--- config.mk ---
export PLATFORM = sky130hd
export DESIGN_NAME = bit_serial_adder
export DESIGN_NICKNAME = d
export VERILOG_FILES = /design/src/rtl/bit_serial_adder.sv
export SDC_FILE = /design/constraint.sdc
export NUM_CORES = 1
export LEC_CHECK = 0
export CORE_UTILIZATION = 40
export CTS_CLUSTER_DIAMETER = 200
export CTS_CLUSTER_SIZE = 30
export DETAILED_ROUTE_END_ITERATION = 10
export PLACE_DENSITY_LB_ADDON = 0.12
export SLEW_MARGIN = 15
export SYNTH_ARGS = -nofsm -noshare
export SYNTH_HDL_FRONTEND = slang
export SYNTH_SLANG_ARGS = --single-unit
--- constraint.sdc ---
create_clock -name clk -period 1.45 [get_ports clk]
set_clock_uncertainty 0.2 [all_clocks]
set_input_delay 0.145 -clock clk [delete_from_list [all_inputs] [get_ports clk]]
set_output_delay 0.145 -clock clk [all_outputs]
set_load 0.02 [all_outputs]
--- src/rtl/bit_serial_adder.sv ---
// ============================================================================
// Module   : bit_serial_adder
// Brief    : WIDTH-bit adder that uses one full-adder slice and a carry flop.
//            It adds LSB-first at one bit per clock and gives a registered
//            result together with a one-cycle done pulse.
// Revision : 1.0 - initial release
// ============================================================================
`default_nettype none

module bit_serial_adder #(
    parameter int WIDTH = 8
) (
    input  logic             clk,
    input  logic             rst_n,
    input  logic             start_i,
    input  logic [WIDTH-1:0] a_i,
    input  logic [WIDTH-1:0] b_i,
    input  logic             cin_i,
    output logic             busy_o,
    output logic             done_o,
    output logic [WIDTH-1:0] sum_o,
    output logic             cout_o
);

    localparam int               CNT_W    = $clog2(WIDTH + 1);
    localparam logic [CNT_W-1:0] LAST_CNT = CNT_W'(WIDTH - 1);
    localparam logic [CNT_W-1:0] CNT_ONE  = CNT_W'(1);

    localparam logic [1:0] S_IDLE  = 2'd0;
    localparam logic [1:0] S_SHIFT = 2'd1;
    localparam logic [1:0] S_DONE  = 2'd2;

    logic [1:0]       state_q,  state_d;
    logic [WIDTH-1:0] a_sr_q,   a_sr_d;
    logic [WIDTH-1:0] b_sr_q,   b_sr_d;
    logic [WIDTH-1:0] sum_sr_q, sum_sr_d;
    logic             carry_q,  carry_d;
    logic [CNT_W-1:0] cnt_q,    cnt_d;
    logic [WIDTH-1:0] sum_q,    sum_d;
    logic             cout_q,   cout_d;

    logic w_sum_bit;
    logic w_carry_bit;

    // Full-adder slice: operates on the current LSBs and the stored carry
    assign w_sum_bit   = a_sr_q[0] ^ b_sr_q[0] ^ carry_q;
    assign w_carry_bit = (a_sr_q[0] & b_sr_q[0]) | ((a_sr_q[0] ^ b_sr_q[0]) & carry_q);

    always_comb begin
        state_d  = state_q;
        a_sr_d   = a_sr_q;
        b_sr_d   = b_sr_q;
        sum_sr_d = sum_sr_q;
        carry_d  = carry_q;
        cnt_d    = cnt_q;
        sum_d    = sum_q;
        cout_d   = cout_q;

        case (state_q)
            S_IDLE, S_DONE: begin
                if (start_i) begin
                    a_sr_d  = a_i;
                    b_sr_d  = b_i;
                    carry_d = cin_i;
                    cnt_d   = '0;
                    state_d = S_SHIFT;
                end else begin
                    state_d = S_IDLE;
                end
            end

            S_SHIFT: begin
                sum_sr_d = {w_sum_bit, sum_sr_q[WIDTH-1:1]};
                a_sr_d   = {1'b0, a_sr_q[WIDTH-1:1]};
                b_sr_d   = {1'b0, b_sr_q[WIDTH-1:1]};
                carry_d  = w_carry_bit;
                cnt_d    = cnt_q + CNT_ONE;
                // The final bit enters the result directly, so there is no extra cycle
                if (cnt_q == LAST_CNT) begin
                    sum_d   = {w_sum_bit, sum_sr_q[WIDTH-1:1]};
                    cout_d  = w_carry_bit;
                    state_d = S_DONE;
                end
            end

            default: state_d = S_IDLE;
        endcase
    end

    always_ff @(posedge clk or negedge rst_n) begin
        if (!rst_n) begin
            state_q  <= S_IDLE;
            a_sr_q   <= '0;
            b_sr_q   <= '0;
            sum_sr_q <= '0;
            carry_q  <= 1'b0;
            cnt_q    <= '0;
            sum_q    <= '0;
            cout_q   <= 1'b0;
        end else begin
            state_q  <= state_d;
            a_sr_q   <= a_sr_d;
            b_sr_q   <= b_sr_d;
            sum_sr_q <= sum_sr_d;
            carry_q  <= carry_d;
            cnt_q    <= cnt_d;
            sum_q    <= sum_d;
            cout_q   <= cout_d;
        end
    end

    assign busy_o = (state_q == S_SHIFT);
    assign done_o = (state_q == S_DONE);
    assign sum_o  = sum_q;
    assign cout_o = cout_q;

endmodule

`default_nettype wire

### After elaboration in Yosys (flattened, before gate mapping)

Index checks and enable logic that the tools add are counted.

| word-level totals | value |
|---|---|
| register bits after elaboration | 40 |

| operators by class | value |
|---|---|
| $add $sub $neg | 1 |
| eq/ne operators | 5 |
| muxes and demuxes | 11 |
| bitwise gates (word level) | 5 |
| reductions and logical operators | 5 |

Operator list:

| cell | number |
|---|---|
| one-hot mux 8 bit (2 select lines) | 2 |
| two-way mux 8 bit | 2 |
| one-hot mux 4 bit (2 select lines) | 1 |
| adder 4 x 1 -> 4 bit, second input constant | 1 |
| == test 4 x 3 -> 1 bit, second input constant | 1 |
| two-way mux 4 bit | 1 |
| one-hot mux 2 bit (2 select lines) | 1 |
| AND reduction 2 bit | 2 |
| AND 1 bit | 2 |
| == test 2 x 1 -> 1 bit, second input constant | 1 |
| == test 2 bit, second input constant | 1 |
| zero test 2 bit | 1 |
| two-way mux 1 bit | 2 |
| two-way mux 2 bit | 1 |
| != test 2 x 1 -> 1 bit, second input constant | 1 |
| != test 2 bit, second input constant | 1 |
| one-hot mux 1 bit (2 select lines) | 1 |
| nonzero test 2 bit | 1 |
| OR reduction 2 bit | 1 |
| XOR 1 bit | 2 |
| bitwise OR 1 bit | 1 |

### Logic depth before layout (Yosys ltp)

Gate-level depths: netlist of the first run.

| depth | value |
|---|---|
| word-level depth | 4 |
| mapped depth | 5 |
| depth with buffers taken out | 4 |

### Worst setup path after synthesis of the first run

OpenSTA, ideal clock, no wires.

| path | value |
|---|---|
| path kind | flip-flop to flip-flop |
| start | register cnt_q[0] |
| end | register cout_q (netlist: cout_o) |
| setup time | 125 ps |
| arrival time | 1265 ps |
| slack | -140 ps |
| stages on the path, launching flop included | 6 |
| buffers on the path | 1 |
| clock period less this slack | 1590 ps |
| cells stage by stage | dfrtp_1 ha_1 nand2_1 nor3b_2 buf_4 mux2_2 |

| on the way | value |
|---|---|
| longest elaborated chain between the ends | 2 |

Ends and longest elaborated chain:

| item | RTL line | source |
|---|---|---|
| start: declaration | 38 | `logic [CNT_W-1:0] cnt_q, cnt_d;` |
| start signal: assignment | 106 | `cnt_q <= cnt_d;` |
| == test 4 x 3 -> 1 bit | 79 | `if (cnt_q == LAST_CNT) begin` |
| AND reduction 2 bit (no line) | n/a |  |
| end signal: assignment | 108 | `cout_q <= cout_d;` |
| end: declaration | 40 | `logic cout_q, cout_d;` |

Every way passes these cells.
A chain may end at the register's enable or synchronous reset.

### Worst setup path in the final report of the first run

| path | value |
|---|---|
| start | register state_q[0] |
| end | register carry_q |

| on the way | value |
|---|---|
| longest elaborated chain between the ends | 4 |
| elaborated cells on any way between the ends | 8 |
| those cells by class | 3 x eq/ne; 1 x mux; 4 x reduce/logical |

Ends and longest elaborated chain:

| item | RTL line | source |
|---|---|---|
| start: declaration | 33 | `logic [1:0] state_q, state_d;` |
| start signal: assignment | 101 | `state_q <= state_d;` |
| == test 2 bit or zero test 2 bit (tied branches) | 59 | `case (state_q)` |
| OR reduction 2 bit | 59 |  |
| != test 2 bit (no line) or nonzero test 2 bit (tied branches) | n/a |  |
| AND reduction 2 bit (no line) | n/a |  |
| end signal: assignment | 105 | `carry_q <= carry_d;` |
| end: declaration | 37 | `logic carry_q, carry_d;` |

Parallel ways exist; a longest one is shown, timed or not.

==> results of run 1 <==
## worst min-delay path by stage
stage           from   endpoint  slack, ps  cells after the start
2_1_floorplan  rst_n  a_sr_q[0]       -350                      0
3_3_place_gp   rst_n   sum_o[5]       -120                      1
3_5_place_dp   rst_n   sum_o[5]       -110                      1
4_1_cts        rst_n   sum_o[5]        110                      2
5_1_grt        rst_n   sum_o[3]        140                      2
6_report       rst_n   sum_o[5]         90                      2
## worst reg2reg max path: cells and delay by family, from the launching register on
kind | cells | cell delay (ps)
DFF | 1 | 400
AOI/OAI and AO/OA | 2 | 360
buffers and inverters | 3 | 400
and+or+nand+nor | 1 | 150
## power groups by stage
stage	combinational [uW]	sequential [uW]	clock (uW)
floorplan	1490	2010	0
global placement	2280	1910	0
detailed placement	2330	1930	0
CTS	3160	1920	922
global route	3400	1980	968
finish	3190	1920	904
## through the flow
stage / util / area, um2 / setup slack, ps / cells / hold WS [ps]
floorplan: - / 1700 / -117 / 113 / -351
global placement: 0.559 / 2120 / -261 / 198 / -120
detailed placement: 0.559 / 2120 / -323 / 198 / -112
CTS: 0.667 / 2530 / -158 / 219 / 110
global route: 0.671 / 2550 / -213 / 220 / 140
finish: 0.671 / 2550 / -161 / 220 / 94.7
## cell families after synthesis
kind of cell / synth area share
AND/OR/NAND/NOR: 0.0475
adder cells (fa/ha/maj): 0.0199
XOR/XNOR: 0.00536
multiplexers: 0.123
AO/OA/AOI/OAI: 0.174
buffers and inverters: 0.0329
flip-flops: 0.598
## metal layers
layer / routed length (um) / part of all wire
met1: 1500 / 0.42
met2: 1870 / 0.52
met3: 149 / 0.042
met4: 41 / 0.012
met5: 0 / 0
## cells in the final DEF (no fill, tap or decap), types with 2 or more instances in the layout
cell type / synthesis / final
a21o_1: 15 / 15
dlygate4sd2_1: 0 / 9
clkdlybuf4s50_1: 0 / 18
buf_16: 0 / 4
clkbuf_8: 0 / 5
buf_6: 1 / 6
nor2b_1: 3 / 2
dfrtp_1: 39 / 39
a22o_1: 19 / 19
buf_4: 1 / 9
mux2i_1: 2 / 2
mux2_4: 0 / 16
buf_8: 1 / 4
nor2b_4: 1 / 2
buf_12: 0 / 5
## registers in the layout (all words and copies together) (netlist names)
name,cells
sum_sr_q,7
state_q,2
a_sr_q,8
cnt_q,4
carry_q,1
cout_o,1
sum_o,8
b_sr_q,8
## repair_timing
item,in CTS,in global routing
pin swaps,11,0
gates cloned,5,0
endpoints found under the setup margin,47,40
gates resized for setup,43,4
hold buffers,1,0
setup buffers,8,1
hold endpoints to repair,39,0
## layout make-up
type	instances	area, um2
multi-input cells	67	697
flip-flops and latches	39	976
fillers	297	1250
clock buffers	5	68.8
clock inverters	3	43.8
well taps	48	60.1
repair buffers	58	704
==> impl_metrics.env, run 1 <==
export IMPL_areaGrowthSynthToFinish_pct=56.2
export IMPL_crit_required_ps=1440
export IMPL_vias=1151
export IMPL_top_usage_layer="met2"
export IMPL_wire_per_inst_um=16.2
export IMPL_diodes=0
export IMPL_critPathLaunchType="flip-flop"
export IMPL_io_pins=31
export IMPL_grt_max_degree=25
export IMPL_nNetsFinal=193
export IMPL_rows=22
export IMPL_synthesis_nets=135
export IMPL_total_power_uw=6010
export IMPL_drv_slew=0
export IMPL_rsz0062_at_grt="true"
export IMPL_routabilityCongestion=0.695
export IMPL_cp_startpoint="state_q[0]"
export IMPL_async_flop_share=1.00
export IMPL_drive_gt1_frac=0.360
export IMPL_p_sw_uw=1880
export IMPL_dpl_hpwl_mm=2.14
export IMPL_drt_total_wl_mm=3.56
export IMPL_cp_data_arrival_time_ps=1600
export IMPL_root_buffer="clkbuf_8"
export IMPL_seqPwrFrac=0.319
export IMPL_antenna_found_initial=0
export IMPL_crit_path_max_incr_delay_ps=400
export IMPL_die_h_um=65.9
export IMPL_yosys_register_bits=39
export IMPL_ant_nets=0
export IMPL_violations="negative setup slack"
export IMPL_use_met3=0.0414
export IMPL_finalCritPeriodShare=1.11
export IMPL_synth_top_area_frac=0.598
export IMPL_finalSetupTns_ps=-3170
export IMPL_grt_pass1_wl_mm=5.95
export IMPL_clkPwrFrac=0.150
export IMPL_ff2ff_path_depth=6
export IMPL_dieWidth_um=65.9
export IMPL_postSynthCellCount=113
export IMPL_end_kind="flip-flop"
export IMPL_synthDistinctLibCells=21
export IMPL_path_class="reg -> reg"
export IMPL_tightest_slew_ps=377
export IMPL_yosysTopAreaCell="dfrtp_1"
export IMPL_setup_slack_ps=-161
export IMPL_crit_buf_inv=3
export IMPL_drtIter0Drc=53
export IMPL_ir_worst_vdd_mv=1.02
export IMPL_reg2reg_slack_ps=-160
export IMPL_crit_cells=6
export IMPL_insertion_delay_ps=290
export IMPL_hold_class="in -> async"
export IMPL_crit_end="carry_q"
export IMPL_dr_pass1_iters=4
export IMPL_r2r_end="carry_q"
export IMPL_synth_most_common_cell="dfrtp_1"
export IMPL_reg2reg_from="state_q[0]"
export IMPL_hold_violations=0
export IMPL_crit_chain="nor2b_4 -> buf_6 -> buf_12 -> buf_16 -> a22o_1 -> a21o_1"
export IMPL_grt_pass1_vias=1269
export IMPL_path_max_fanout=5
export IMPL_fin_crit_ps=1610
export IMPL_p_leak_uw=0.00129
export IMPL_synthFlopType="dfrtp_1"
export IMPL_core_area_mm2=0.00380
export IMPL_slowest_stage="dfrtp_1"
export IMPL_synth_area_per_cell_um2=14.4
export IMPL_viasPerCell=5.23
export IMPL_drc=0
export IMPL_synth_warnings=0
export IMPL_cts_sinks=39
export IMPL_port_buffers=30
export IMPL_cts_buffers=5
export IMPL_cts_tree="done"
export IMPL_use_met2=0.343
export IMPL_met1_usage=0.222
export IMPL_p_int_uw=4130
export IMPL_p_comb_frac=0.530
export IMPL_setup_viol=34
export IMPL_max_freq_ghz=0.621
export IMPL_relSlewSlack=0.749
export IMPL_htree_levels=2
export IMPL_syn_area_mm2=0.00163
export IMPL_cts_reportedPaths_clkPinSlew_ps=80
export IMPL_pwr_density_cell_mw_per_mm2=2360
export IMPL_clk_path_buf_depth=2
export IMPL_overflow=0
export IMPL_synth_top_cells_by_area="dfrtp_1 (60%), mux2_2 (11%), a22o_1 (10%)"
export IMPL_swShare=0.313
export IMPL_cp_top_family="flip-flops"
export IMPL_fp_dieArea_mm2=0.00434
export IMPL_synth_top_cells_by_count="dfrtp_1 (39), a22o_1 (19), mux2_2 (16), a21o_1 (15), buf_2 (4)"
export IMPL_outcome="complete, but fails checks"
export IMPL_yosysSeqAreaShare=0.598
export IMPL_synth_edff_count=0
export IMPL_start_util=0.430
export IMPL_grt_usage=0.191
export IMPL_maxCapViolations=0
Power figures use the tool's default switching activity.
==> run 2, diff against run 1 <==
==> constraint.sdc (replaced) <==
create_clock -name clk -period 1.9 [get_ports clk]
set_clock_uncertainty 0.2 [all_clocks]
set_input_delay 0.19 -clock clk [delete_from_list [all_inputs] [get_ports clk]]
set_output_delay 0.19 -clock clk [all_outputs]
set_load 0.02 [all_outputs]
==> run 2 against run 1 <==
The flow now finishes without violations. Hold slack improved by 81 ps. Clock power fell by 42%. Non-clock buffer count fell by 21. Register-to-register slack improved by 320 ps. Core utilization fell by 12 points. First-iteration DRC count did not move. Sequential share of layout area rose by 8.6 points. Sequential power fell by 24%. Critical path type is now reg -> out. Critical endpoint is now done_o. Largest cell class unchanged. Largest power group unchanged. Highest routed layer unchanged.
==> impl_metrics.env, run 2 (synthesized netlist as in run 1, its figures left out) <==
export IMPL_path_max_fanout=2
export IMPL_crit_chain="nor2b_1 -> clkdlybuf4s50_1"
export IMPL_grt_usage=0.159
export IMPL_start_util=0.430
export IMPL_placed_cell_area_mm2=0.00199
export IMPL_crit_buf_inv=1
export IMPL_ff2ff_path_depth=4
export IMPL_diodes=0
export IMPL_reg2reg_slack_ps=160
export IMPL_end_kind="output port"
export IMPL_drc=0
export IMPL_drt_total_wl_mm=2.92
export IMPL_relSlewSlack=0.538
export IMPL_met1_usage=0.214
export IMPL_nNetsFinal=172
export IMPL_overflow=0
export IMPL_grt_pass1_wl_mm=4.98
export IMPL_fin_crit_ps=1790
export IMPL_r2r_end="sum_o[3]"
export IMPL_use_met3=0.0431
export IMPL_htree_levels=2
export IMPL_critPathLaunchType="flip-flop"
export IMPL_place_inst=190
export IMPL_core_area_mm2=0.00380
export IMPL_cts_setup_buffers=0
export IMPL_drv_slew=0
export IMPL_grt_pass1_vias=1047
export IMPL_port_buffers=30
export IMPL_antenna_found_initial=0
export IMPL_areaGrowthSynthToFinish_pct=27.5
export IMPL_crit_required_ps=1510
export IMPL_final_area_mm2=0.00208
export IMPL_crit_cells=2
export IMPL_dpl_hpwl_mm=2.03
export IMPL_dp_slack_ps=68.2
export IMPL_hold_class="in -> async"
export IMPL_reg2reg_from="state_q[1]"
export IMPL_grt_max_degree=21
export IMPL_routabilityCongestion=0.698
export IMPL_path_class="reg -> out"
export IMPL_pwr_density_cell_mw_per_mm2=1670
export IMPL_cts_reportedPaths_clkPinSlew_ps=70
export IMPL_cts_tree="done"
export IMPL_maxCapViolations=0
export IMPL_p_leak_uw=0.00101
export IMPL_tightest_slew_ps=692
export IMPL_use_met2=0.228
export IMPL_hold_slack_ps=175
export IMPL_max_freq_ghz=0.557
export IMPL_crit_path_max_incr_delay_ps=600
export IMPL_die_h_um=65.9
export IMPL_cp_top_family="buffers and inverters"
export IMPL_insertion_delay_ps=290
export IMPL_stdcell_count=199
export IMPL_drive_gt1_frac=0.212
export IMPL_cts_buffers=5
export IMPL_top_usage_layer="met2"
export IMPL_root_buffer="clkbuf_8"
export IMPL_clk_path_buf_depth=2
export IMPL_ir_worst_vdd_mv=0.746
export IMPL_finalSetupTns_ps=0
export IMPL_dr_pass1_iters=4
export IMPL_cts_sinks=39
export IMPL_setup_slack_ps=105
export IMPL_cp_data_arrival_time_ps=1400
export IMPL_ant_nets=0
export IMPL_rsz0062_at_grt="false"
export IMPL_viasPerCell=5.17
export IMPL_rows=22
export IMPL_hold_violations=0
export IMPL_fp_dieArea_mm2=0.00434
export IMPL_outcome="completed"
export IMPL_drtIter0Drc=53
export IMPL_finalCritPeriodShare=0.945
export IMPL_wire_per_inst_um=14.7
export IMPL_mostFrequentLayoutCells="dfrtp_1 (39), clkdlybuf4s50_1 (28), a22o_1 (19), mux2_2 (16), a21o_1 (15)"
export IMPL_io_pins=31
export IMPL_slowest_stage="clkdlybuf4s50_1"
export IMPL_mostFrequentLayoutCell="dfrtp_1"
export IMPL_setup_viol=0
export IMPL_vias=1029
export IMPL_dieWidth_um=65.9
==> run 2: worst max path at each step <==
| stage | start | end | slack [ps] |
|---|---|---|---|
| after global placement | start_i | b_sr_q[7] | 130 |
| after detailed placement | start_i | b_sr_q[7] | 70 |
| after CTS | state_q[1] | done_o | 80 |
| after global routing | state_q[1] | done_o | 20 |
| after floorplan | cnt_q[0] | cout_o | 310 |
| final | state_q[1] | done_o | 110 |
==> run 2: where the power goes <==
group	internal, uW	switching, uW	total [uW]
clock	257	270	528
combinational	833	660	1490
sequential	1220	228	1450
==> run 2: what timing repair did <==
item,in CTS,in global routing
gates resized for setup,1,0
endpoints found under the hold margin,19,0
setup endpoints to repair,1,0
hold buffers,1,0
==> run 2: area by class of cell <==
type | count | area, um2
timing repair buffer | 37 | 362
clock buffer | 7 | 76.3
fill | 311 | 1720
sequential | 39 | 976
multi-input combinational | 67 | 603
clock inverter | 1 | 5.00
tap | 48 | 60.1
==> run 2: metrics by stage <==
stage | util | power (uW)
3_5_place_dp | 0.524 | 2970
4_1_cts | 0.548 | 3510
3_3_place_gp | 0.524 | 2920
5_1_grt | 0.548 | 3710
6_report | 0.548 | 3470
2_1_floorplan | - | 2510
==> run 2: metal layers <==
layer  vias up  part of all wire
li1        486                 -
met4         0             0.019
met1       518              0.48
met2        19              0.46
met5         -                 0
met3         6             0.040
==> run 2: worst register-to-register path, delay by kind of cell, from the launching register on <==
kind | cells | cell delay, ps
buffers and inverters | 1 | 210
and+or+nand+nor | 2 | 470
DFF | 1 | 400
muxes | 1 | 360
==> run 3, diff against run 2 <==
--- a/config.mk
+++ b/config.mk
@@ -6,11 +6,11 @@
 export NUM_CORES = 1
 export LEC_CHECK = 0
 export CORE_UTILIZATION = 40
-export CTS_CLUSTER_DIAMETER = 200
+export CTS_CLUSTER_DIAMETER = 60
 export CTS_CLUSTER_SIZE = 30
 export DETAILED_ROUTE_END_ITERATION = 10
 export PLACE_DENSITY_LB_ADDON = 0.12
-export SLEW_MARGIN = 15
+export SLEW_MARGIN = 5
 export SYNTH_ARGS = -nofsm -noshare
 export SYNTH_HDL_FRONTEND = slang
 export SYNTH_SLANG_ARGS = --single-unit
==> results of run 3 <==
Final layout, timing and power as in run 2 (identical DEF).
